===== src/rtl/addsub_accumulator.sv =====
// -----------------------------------------------------------------------------
// addsub_accumulator
//
// Control/state stage upstream of an adder_subtractor. Accepts CLEAR, LOAD,
// ADD and SUB commands over a valid/ready handshake, applies each one to an
// N-bit accumulator and returns the new value plus carry, signed-overflow,
// zero and negative flags over a second valid/ready handshake.
//
// Configuration macro:
//   ADDSUB_ACC_SAT_EN  - when defined, an ADD/SUB that overflows saturates
//                        the accumulator to the most positive or most
//                        negative value instead of wrapping.
//
// Ports:
//   clk_i        clock, rising edge
//   rst_i        synchronous active-high reset
//   cmd_valid_i  command present
//   cmd_ready_o  block can accept a command (IDLE)
//   cmd_op_i     00 CLEAR, 01 LOAD, 10 ADD, 11 SUB
//   cmd_data_i   operand, two's complement
//   res_valid_o  result present (RESP)
//   res_ready_i  consumer accepts the result
//   res_data_o   accumulator value after the command
//   res_carry_o  adder carry out (SUB: 1 = no borrow)
//   res_ovf_o    signed overflow of ADD/SUB
//   res_zero_o   res_data_o == 0
//   res_neg_o    res_data_o[N-1]
//   acc_o        live accumulator register
//
// Also contains adder_subtractor, the N-bit ripple add/subtract datapath.
// -----------------------------------------------------------------------------

module adder_subtractor #(
  parameter int N = 4
) (
  input  logic [N-1:0] a_i,
  input  logic [N-1:0] b_i,
  input  logic         sub_i,
  output logic [N-1:0] sum_o,
  output logic         cout_o
);

  logic [N:0] full_sum;

  // Subtraction is a + ~b + 1, so cout = 1 means no borrow.
  assign full_sum = {1'b0, a_i} + {1'b0, b_i ^ {N{sub_i}}} + {{N{1'b0}}, sub_i};
  assign sum_o    = full_sum[N-1:0];
  assign cout_o   = full_sum[N];

endmodule

module addsub_accumulator #(
  parameter int N = 4
) (
  input  logic         clk_i,
  input  logic         rst_i,
  input  logic         cmd_valid_i,
  output logic         cmd_ready_o,
  input  logic [1:0]   cmd_op_i,
  input  logic [N-1:0] cmd_data_i,
  output logic         res_valid_o,
  input  logic         res_ready_i,
  output logic [N-1:0] res_data_o,
  output logic         res_carry_o,
  output logic         res_ovf_o,
  output logic         res_zero_o,
  output logic         res_neg_o,
  output logic [N-1:0] acc_o
);

  localparam logic [1:0] S_IDLE = 2'd0;
  localparam logic [1:0] S_EXEC = 2'd1;
  localparam logic [1:0] S_RESP = 2'd2;

  localparam logic [1:0] OP_CLEAR = 2'b00;
  localparam logic [1:0] OP_LOAD  = 2'b01;
  localparam logic [1:0] OP_ADD   = 2'b10;
  localparam logic [1:0] OP_SUB   = 2'b11;

  logic [1:0]          state;
  logic [1:0]          op_p0;
  logic signed [N-1:0] data_p0;

  logic signed [N-1:0] acc_q;
  logic                carry_q;
  logic                ovf_q;
  logic                zero_q;
  logic                neg_q;

  logic [N-1:0]        sum;
  logic                cout;
  logic                sub;

  logic signed [N-1:0] nxt_acc;
  logic                nxt_carry;
  logic                nxt_ovf;

`ifdef ADDSUB_ACC_SAT_EN
  // Clamp toward the sign of the accumulator operand: the overflowed result
  // always has the opposite sign of a, so a's sign tells which rail to use.
  function automatic logic signed [N-1:0] sat_rail(input logic a_msb);
    sat_rail = a_msb ? {1'b1, {(N-1){1'b0}}} : {1'b0, {(N-1){1'b1}}};
  endfunction
`endif

  assign sub = (op_p0 == OP_SUB);

  adder_subtractor #(.N(N)) u_addsub (
    .a_i    (acc_q),
    .b_i    (data_p0),
    .sub_i  (sub),
    .sum_o  (sum),
    .cout_o (cout)
  );

  always_comb begin
    nxt_acc   = acc_q;
    nxt_carry = 1'b0;
    nxt_ovf   = 1'b0;
    unique case (op_p0)
      OP_CLEAR: nxt_acc = '0;
      OP_LOAD:  nxt_acc = data_p0;
      default: begin
        nxt_acc   = sum;
        nxt_carry = cout;
        // ADD overflows when operand signs match, SUB when they differ, and
        // in both cases only if the result sign departs from a's sign.
        nxt_ovf   = ((acc_q[N-1] ^ data_p0[N-1]) == sub) &&
                    (sum[N-1] != acc_q[N-1]);
      end
    endcase
`ifdef ADDSUB_ACC_SAT_EN
    if (nxt_ovf) begin
      nxt_acc = sat_rail(acc_q[N-1]);
    end
`endif
  end

  // ---- stage p0: command capture (data only, no reset needed) ----
  always_ff @(posedge clk_i) begin
    if (state == S_IDLE && cmd_valid_i) begin
      op_p0   <= cmd_op_i;
      data_p0 <= cmd_data_i;
    end
  end

  // ---- stage p1: control FSM and result/accumulator registers ----
  always_ff @(posedge clk_i) begin
    if (rst_i) begin
      state   <= S_IDLE;
      acc_q   <= '0;
      carry_q <= 1'b0;
      ovf_q   <= 1'b0;
      zero_q  <= 1'b0;
      neg_q   <= 1'b0;
    end else begin
      unique case (state)
        S_IDLE: begin
          if (cmd_valid_i) begin
            state <= S_EXEC;
          end
        end
        S_EXEC: begin
          acc_q   <= nxt_acc;
          carry_q <= nxt_carry;
          ovf_q   <= nxt_ovf;
          zero_q  <= (nxt_acc == '0);
          neg_q   <= nxt_acc[N-1];
          state   <= S_RESP;
        end
        S_RESP: begin
          if (res_ready_i) begin
            state <= S_IDLE;
          end
        end
        default: state <= S_IDLE;
      endcase
    end
  end

  assign cmd_ready_o = (state == S_IDLE);
  assign res_valid_o = (state == S_RESP);
  assign res_data_o  = acc_q;
  assign acc_o       = acc_q;
  assign res_carry_o = carry_q;
  assign res_ovf_o   = ovf_q;
  assign res_zero_o  = zero_q;
  assign res_neg_o   = neg_q;

endmodule

===== config.mk =====
export PLATFORM = sky130hd
export DESIGN_NAME = addsub_accumulator
export DESIGN_NICKNAME = d
export VERILOG_FILES = /design/src/rtl/addsub_accumulator.sv
export SDC_FILE = /design/constraint.sdc
export NUM_CORES = 1
export LEC_CHECK = 0
export ABC_AREA = 1
export CORE_MARGIN = 5
export CORE_UTILIZATION = 52
export CTS_BUF_LIST = sky130_fd_sc_hd__clkbuf_8
export DETAILED_ROUTE_END_ITERATION = 6
export GPL_TIMING_DRIVEN = 0
export HOLD_SLACK_MARGIN = 0.15
export PLACE_DENSITY = 0.86
export SETUP_SLACK_MARGIN = 0.2
export SKIP_CTS_REPAIR_TIMING = 1
export SLEW_MARGIN = 20
export SYNTH_ARGS = -nofsm -noshare
export SYNTH_HDL_FRONTEND = slang
export SYNTH_SLANG_ARGS = --single-unit

===== constraint.sdc =====
create_clock -name clk_i -period 4.4 [get_ports clk_i]
set_clock_uncertainty 0.05 [all_clocks]
set_input_delay 1.32 -clock clk_i [delete_from_list [all_inputs] [get_ports clk_i]]
set_output_delay 1.32 -clock clk_i [all_outputs]
set_load 0.05 [all_outputs]

Word-level counts from Yosys, hierarchy flattened
Index checks and enable logic that the tools add are counted.

Add/sub/neg operators: 2. Multiplexer cells: 6. Bitwise gates (word level): 2. Reductions and logical operators: 7. Eq/ne operators: 8.

Operators by type and width (count): 4-bit case mux with 2 select lines (1); 2-bit case mux with 3 select lines (1); 4-bit by 4-bit adder with 5-bit output (1); 5-bit by 1-bit adder with 5-bit output (1); 2-bit by 1-bit == test with 1-bit output, second input constant (2); 2-bit == test, second input constant (2); 2-bit zero test (2); 4-bit zero test (1); 2-bit 2-to-1 mux (2); 4-bit XOR (1); 1-bit logical AND (2); 1-bit 2-to-1 mux (2); 2-bit by 1-bit != test with 1-bit output, second input constant (1); 2-bit != test, second input constant (1); 2-bit AND reduction (1); 2-bit OR reduction (1); 1-bit == test (1); 1-bit != test (1); 1-bit XOR (1).

Logic and storage cells: 33. Register bits: 16.

Depth between registers and ports, before layout
Gate-level depths: netlist of the first run.

Depth after elaboration: 7. Depth in mapped cells: 13. Gate-level depth less buffers: 13.

By module
A second synthesis of the first run with hierarchy kept.

Cells, all modules: 110. Area total of the unflattened synthesis: 869.6 µm².

By module, submodules not included: addsub_accumulator (cells each 86, area an instance 699.4 µm², sequential area each 360.3 µm², instances 1); adder_subtractor (cells each 24, area an instance 170.2 µm², sequential area each 0.0 µm², instances 1).

Least setup slack after synthesis of the first run
OpenSTA, ideal clock, no wires.

Kind: reg-to-output. Start: register state[1]. End: output res_valid_o. Cell stages (with the launch flop): 3. Buffers on the path: 0. Arrival: 1.130 ns. Slack: 1.900 ns. Path through: dfxtp_1 > inv_1 > nor2_1.

Longest elaborated chain between the ends: 1.

RTL lines: start: declaration (RTL line 80) `logic [1:0] state;`; start signal: assignment (RTL line 150) `state <= S_IDLE;`; start signal: assignment (RTL line 160) `state <= S_EXEC;`; start signal: assignment (RTL line 169) `state <= S_RESP;`; 2-bit == test (RTL line 182) `assign res_valid_o = (state == S_RESP);`; end: declaration (RTL line 61) `output logic res_valid_o,`.

Every way passes these cells.

Final worst setup path of the first run
Same ends and word-level chain as after synthesis.

==> results.tsv, run 1 <==
stage	metric	value	unit
pwr	power per cell area	347.3	mW/mm²
logic_synthesis	Mapped Cells	110	
critical_path	kind of cell adding the most delay to the critical path	buffers and inverters	
grt	GRT Util Overall	14.46	%
grt	met2 usage	25.21	%
drt	Residual DRC	0	
pwr	Flop pwr share	40.5	%
logic_synthesis	post-synthesis area per instance	7.894	µm²
timing	Final Hold Fails	0	
final_layout	Seq. cell area	360.3	µm²
timing	fmax	326.2	MHz
pwr	share of power burned in the clock network	28.6	%
grt	largest net degree at the start of global routing	11	
timing	Worst Tran Pin Value	0.7097	ns
logic_synthesis	Synth Cell Area	868.3	µm²
floorplanning	boundary pin count	24	
critical_path	Arr. time, crit path	1.70	ns
timing	slew margin rel.	52.32	%
critical_path	CP peak stage delay	0.82	ns
final_layout	ant diodes	0	
placement	Port Buffers	22	
cts	Clock Latency Late Sink	0.25	ns
worst_hold_path	Min-Delay Path Class	flip-flop to flip-flop	
drt	Via-to-Cell Ratio	5.072	
grt	initial antenna violation count	0	
pwr	peak supply drop	263.5	µV
critical_path	CP cell instances	inv_1 -> nor2_1 -> clkdlybuf4s50_1	
cts	clock sinks	15	
floorplanning	die width	50.87	µm
timing	Tmin final	3.065	ns
critical_path	critical path capture point type	output pin	
drt	overall routed net length	1.693	mm
cts	CTS Buf Count	3	
cts	clk buf depth	2	
timing	unrepaired setup endpoints after global routing	no	
critical_path	Worst Setup Start Kind	flip-flop	
pwr	sw frac	33.85	%
grt	met3 Use GR	5.814	%
critical_path	Crit path required time	3.03	ns
critical_path	crit path max fanout	5	
floorplanning	die area	0.002587	mm²
floorplanning	Die Y	50.87	µm
placement	dpl hpwl	1.369	mm
final_layout	multi-input logic area	387.9	µm²
pwr	Leak	0.5279	nW
critical_path	crit path buf inv count	2	
grt	GRT Max-Usage Layer	met2	
critical_path	critical path class	flip-flop to output pin	
cts	# H-tree levels	1	
grt	wire length of the first global-routing pass	2.835	mm
timing	Final setup viols	0	
run_status	status	finished clean	
drt	Initial DRC Count	19	
timing	period utilization	69.67	%
grt	global route total overflow	0	
logic_synthesis	synth warn	0	
floorplanning	num rows	14	
drt	Vias	771	
timing	Final TNS setup	0	ns
pwr	Switching Power	0.1361	mW
critical_path	Critical-path top delay cell	clkdlybuf4s50_1	
cts	CTS tree	built	
floorplanning	Core ar.	0.001541	mm²
cts	Worst-path clk slew	0.06	ns
logic_synthesis	sequential element share of the synthesized area	41.50	%
logic_synthesis	Mapped Nets	124	
grt	met1 Track Usage GR	14.39	%
placement	GPL Wtd Cong	0.8568	
pwr	combinational share of power	30.8	%
final_layout	# nets final	151	
drt	routed length per instance	11.14	µm
logic_synthesis	Synth cell types	23	
drt	DRT Pass-1 Iters	5	
final_layout	fill count	121	
logic_synthesis	register bit count reported by yosys	15	
pwr	internal power	0.2659	mW
run	Max Cap Violations	0	
timing	Hold WS	0.4217	ns
grt	vias in the first global route	713	
timing	max-slew violation count	0	
drt	DRT antenna net count	0	
final_layout	Layout Area Growth over Synthesis	33.29	%
final_layout	layout cells sized above 1	12.50	%
floorplanning	initial core utilization	56.33	%
cts	clock root buffer	clkbuf_8	
## logic make-up after synthesis
logic type,synth area share [%]
compound gates,8.069
buf+inv,13.83
flops,41.50
fa+ha+maj,6.629
xor+xnor,3.891
simple gates,26.08
## layer usage
layer | vias up | share of wire, % | wire, µm
met1 | 352 | 40 | 680
met2 | 19 | 52 | 886
met5 | - | 0 | 0
met4 | 0 | 1.5 | 25
met3 | 3 | 6.0 | 101
li1 | 397 | - | -
## area by class of cell
class,count,share of cell area [%]
inverter,21,6.811
multi-input combinational,68,33.51
timing repair buffer,22,19.03
clock buffer,3,3.568
clock inverter,1,0.6486
sequential,15,31.14
buffer,6,3.568
tap,16,1.730
## cells in the mapped netlist, drive strengths merged
| master | n | share of area, % |
|---|---|---|
| ha | 3 | 4.3 |
| dfxtp | 9 | 21 |
| nor3 | 1 | 0.58 |
| inv | 21 | 9.1 |
| o22ai | 1 | 0.72 |
| a211oi | 1 | 0.86 |
| xnor2 | 1 | 1.9 |
| o21ai | 1 | 0.58 |
| nor4 | 1 | 0.72 |
| fa | 1 | 2.3 |
| edfxtp | 6 | 21 |
| nor2 | 11 | 5.6 |
| nand3 | 13 | 8.1 |
| o21bai | 1 | 0.86 |
| xor2 | 2 | 2.0 |
| clkbuf | 1 | 0.43 |
| a21oi | 8 | 5.0 |
| nand2 | 23 | 11 |
| buf | 5 | 4.3 |
## path summary, 6_finish.rpt
kind | from | to | slack [ns] | cells past startpoint
setup / recovery | state[1] | res_valid_o | 1.33 | 3
hold / removal | res_carry_o | res_carry_o | 0.42 | 2
setup reg to reg | op_p0[1] | res_zero_o | 2.24 | 11
hold reg to reg | res_carry_o | res_carry_o | 0.42 | 2
## stage by stage
| stage | std cells | utilization (%) | instance area [µm²] | setup WS, ns | total power, mW |
|---|---|---|---|---|---|
| final | 152 | 75.08 | 1157 | 1.335 | 0.4019 |
| after CTS | 152 | 75.08 | 1157 | 1.317 | 0.4060 |
| after global routing | 152 | 75.08 | 1157 | 1.216 | 0.4260 |
| after detailed placement | 148 | 71.92 | 1109 | 1.569 | 0.2894 |
| after floorplan | 110 | - | 868.3 | 1.900 | 0.2541 |
| after global placement | 148 | 71.92 | 1109 | 1.615 | 0.2857 |
## sequential cells by signal, summed over array words and instances, names as in the netlist
register     flops
res_zero_o       1
state            2
data_p0          4
res_ovf_o        1
res_carry_o      1
acc_o            4
op_p0            2
## worst register-to-register path: cells and delay by family (launching register included)
family | cells | cell delay [ns]
AOI/OAI and AO/OA | 1 | 0.11
xor gates and xnor gates | 1 | 0.20
adders and majority gates | 1 | 0.52
buffers and inverters | 1 | 0.04
DFF | 1 | 0.48
and+or+nand+nor | 7 | 0.67
## power groups by stage
stage	sequential (mW)	combinational, mW	clock [mW]
3_3_place_gp	0.165	0.120	0
2_1_floorplan	0.178	0.0765	0
5_1_grt	0.164	0.135	0.127
3_5_place_dp	0.166	0.124	0
4_1_cts	0.163	0.124	0.119
6_report	0.163	0.124	0.115
## placed cells by master, fill, tap and decap left out, types with 2 or more instances in the layout
cell type / count
nand2_1: 19
dfxtp_1: 9
a21oi_1: 7
nand3_1: 12
nand2_2: 4
clkbuf_8: 3
clkdlybuf4s50_1: 22
nor2_1: 10
buf_4: 5
ha_1: 3
edfxtp_1: 6
xor2_1: 2
inv_1: 21
Note: power is estimated with default switching activity, not from simulation.
==> run 2: changes to the inputs <==
--- a/config.mk
+++ b/config.mk
@@ -7,12 +7,12 @@
 export LEC_CHECK = 0
 export ABC_AREA = 1
 export CORE_MARGIN = 5
-export CORE_UTILIZATION = 52
+export CORE_UTILIZATION = 44
 export CTS_BUF_LIST = sky130_fd_sc_hd__clkbuf_8
 export DETAILED_ROUTE_END_ITERATION = 6
 export GPL_TIMING_DRIVEN = 0
 export HOLD_SLACK_MARGIN = 0.15
-export PLACE_DENSITY = 0.86
+export PLACE_DENSITY = 0.77
 export SETUP_SLACK_MARGIN = 0.2
 export SKIP_CTS_REPAIR_TIMING = 1
 export SLEW_MARGIN = 20
==> constraint.sdc (replaced) <==
create_clock -name clk_i -period 2.8 [get_ports clk_i]
set_clock_uncertainty 0.05 [all_clocks]
set_input_delay 0.84 -clock clk_i [delete_from_list [all_inputs] [get_ports clk_i]]
set_output_delay 0.84 -clock clk_i [all_outputs]
set_load 0.05 [all_outputs]
==> run 2 against run 1 <==
Compared with the run above:
- cell area rose by 1.2%
- core utilization fell by 14 points
- cell count rose by 7.2%
==> results.tsv, run 2 (synthesis results as in run 1) <==
stage	metric	value	unit	change
run_status	status	finished clean		unchanged
final_layout	Layout Utilization	60.94	%	was 75.08%
pwr	power per cell area	530.1	mW/mm²	was 347.3 mW/mm²
grt	wire length of the first global-routing pass	2.822	mm	was 2.835 mm
drt	Via-to-Cell Ratio	4.712		was 5.072
pwr	sw frac	32.96	%	was 33.85%
drt	DRT antenna net count	0		unchanged
floorplanning	die width	54.43	µm	was 50.87 µm
floorplanning	num rows	16		was 14
drt	DRT Pass-1 Iters	4		was 5
cts	CTS Buf Count	3		unchanged
pwr	Flop pwr share	41.1	%	was 40.5%
timing	Worst Tran Pin Value	0.6901	ns	was 0.7097 ns
timing	Hold WS	0.4163	ns	was 0.4217 ns
grt	initial antenna violation count	0		unchanged
timing	unrepaired setup endpoints after global routing	no		unchanged
grt	global route total overflow	0		unchanged
placement	dpl hpwl	1.268	mm	was 1.369 mm
pwr	Switching Power	0.2046	mW	was 0.1361 mW
cts	CTS tree	built		unchanged
final_layout	Seq. cell area	360.3	µm²	unchanged
run	Max Cap Violations	0		unchanged
timing	slew margin rel.	53.64	%	was 52.32%
timing	fmax	408.7	MHz	
pwr	internal power	0.4162	mW	was 0.2659 mW
critical_path	Crit path required time	1.91	ns	was 3.03 ns
grt	GRT Max-Usage Layer	met2		unchanged
drt	overall routed net length	1.558	mm	was 1.693 mm
drt	Vias	768		was 771
critical_path	reg-to-reg startpoint	op_p0[1]		unchanged
final_layout	layout cells sized above 1	12.50	%	unchanged
cts	clock root buffer	clkbuf_8		unchanged
final_layout	# nets final	151		unchanged
timing	max-slew violation count	0		unchanged
timing	Final Hold Fails	0		unchanged
final_layout	most frequent cells in the layout	inv_1 (21), clkdlybuf4s50_1 (21), nand2_1 (19), nand3_1 (12), nor2_1 (10)		was clkdlybuf4s50_1 (22), inv_1 (21), nand2_1 (19), nand3_1 (12), nor2_1 (10)
grt	vias in the first global route	715		was 713
drt	routed length per instance	9.558	µm	was 11.14 µm
timing	Final TNS setup	0	ns	unchanged
drt	Residual DRC	0		unchanged
cts	# H-tree levels	1		unchanged
final_layout	multi-input logic area	387.9	µm²	unchanged
grt	met1 Track Usage GR	14.79	%	was 14.39%
grt	met3 Use GR	4.087	%	was 5.814%
pwr	peak supply drop	349.9	µV	was 263.5 µV
timing	Final setup viols	0		unchanged
cts	clk buf depth	2		unchanged
floorplanning	initial core utilization	45.18	%	was 56.33%
drt	Initial DRC Count	6		was 19
placement	GPL Wtd Cong	0.8956		was 0.8568
floorplanning	Core ar.	0.001922	mm²	was 0.001541 mm²
floorplanning	boundary pin count	24		unchanged
pwr	Leak	0.5489	nW	was 0.5279 nW
floorplanning	Die Y	54.43	µm	was 50.87 µm
grt	largest net degree at the start of global routing	10		was 11
final_layout	fill count	183		was 121
cts	Clock Latency Late Sink	0.24	ns	was 0.25 ns
pwr	Power, Total	0.6208	mW	was 0.4019 mW
critical_path	crit path max fanout	5		unchanged
timing	period utilization	87.39	%	
final_layout	Layout Area Growth over Synthesis	34.87	%	was 33.29%
critical_path	critical path capture point type	output pin		unchanged
timing	Tmin final	2.447	ns	
pwr	share of power burned in the clock network	27.7	%	was 28.6%
cts	Worst-path clk slew	0.06	ns	about the same
final_layout	ant diodes	0		unchanged
placement	Port Buffers	22		unchanged
worst_hold_path	hold_sp	res_ovf_o		was res_carry_o
grt	GRT Util Overall	12.95	%	was 14.46%
cts	clock sinks	15		unchanged
pwr	combinational share of power	31.2	%	was 30.8%
grt	met2 usage	22.91	%	was 25.21%
critical_path	critical path class	flip-flop to output pin		unchanged
critical_path	Worst Setup Start Kind	flip-flop		unchanged
critical_path	Setup crit start	acc_o[3]		was state[1]
floorplanning	die area	0.002962	mm²	was 0.002587 mm²
critical_path	Arr. time, crit path	1.56	ns	was 1.70 ns
worst_hold_path	Min-Delay Path Class	flip-flop to flip-flop		unchanged
run 2: changes by cell type in the layout (fill, tap and decap cells not counted), sizes merged:
| cell | previous run | this run |
|---|---|---|
| clkinvlp | 1 | 0 |
| dlymetal6s2s | 0 | 1 |
| clkdlybuf4s50 | 22 | 21 |
| clkinv | 0 | 1 |
run 2: layout make-up:
| type | instances | area share, % |
|---|---|---|
| plain buffers | 6 | 3.526 |
| clock buffers | 3 | 3.526 |
| clock inverters | 1 | 0.4274 |
| inverters | 21 | 6.731 |
| multi-input cells | 68 | 33.12 |
| flip-flops and latches | 15 | 30.77 |
| well taps | 27 | 2.885 |
| repair buffers | 22 | 19.02 |
run 2: critical path: stages (launching register included):
cell,delay (ns)
dfxtp_1,0.40
buf_4,0.13
clkdlybuf4s50_1,0.79
run 2: worst paths after layout:
path | to | slack, ns | cells past startpoint
worst min register to register | res_ovf_o | 0.42 | 2
worst min-delay path | res_ovf_o | 0.42 | 2
worst max register to register | res_zero_o | 0.62 | 11
worst max-delay path | acc_o[3] | 0.35 | 2
run 2: per-layer routing:
metal  wire (µm)  part of all wire, %
met1         673                   43
met2         769                   49
met3         115                  7.4
met4           0                    0
met5           0                    0
run 2: power by group through the flow:
| stage | registers (mW) | clock network [mW] | logic (mW) |
|---|---|---|---|
| 2_1_floorplan | 0.279 | 0 | 0.120 |
| 3_3_place_gp | 0.260 | 0 | 0.190 |
| 3_5_place_dp | 0.260 | 0 | 0.193 |
| 4_1_cts | 0.256 | 0.180 | 0.194 |
| 5_1_grt | 0.258 | 0.189 | 0.211 |
| 6_report | 0.255 | 0.172 | 0.193 |
run 2: per-stage QoR:
stage / instances / cell area [µm²] / setup slack, ns
2_1_floorplan: 110 / 868.3 / 0.7031
3_3_place_gp: 159 / 1122 / 0.4829
5_1_grt: 163 / 1171 / 0.2900
3_5_place_dp: 159 / 1122 / 0.4567
6_report: 163 / 1171 / 0.3530
4_1_cts: 163 / 1169 / 0.1948
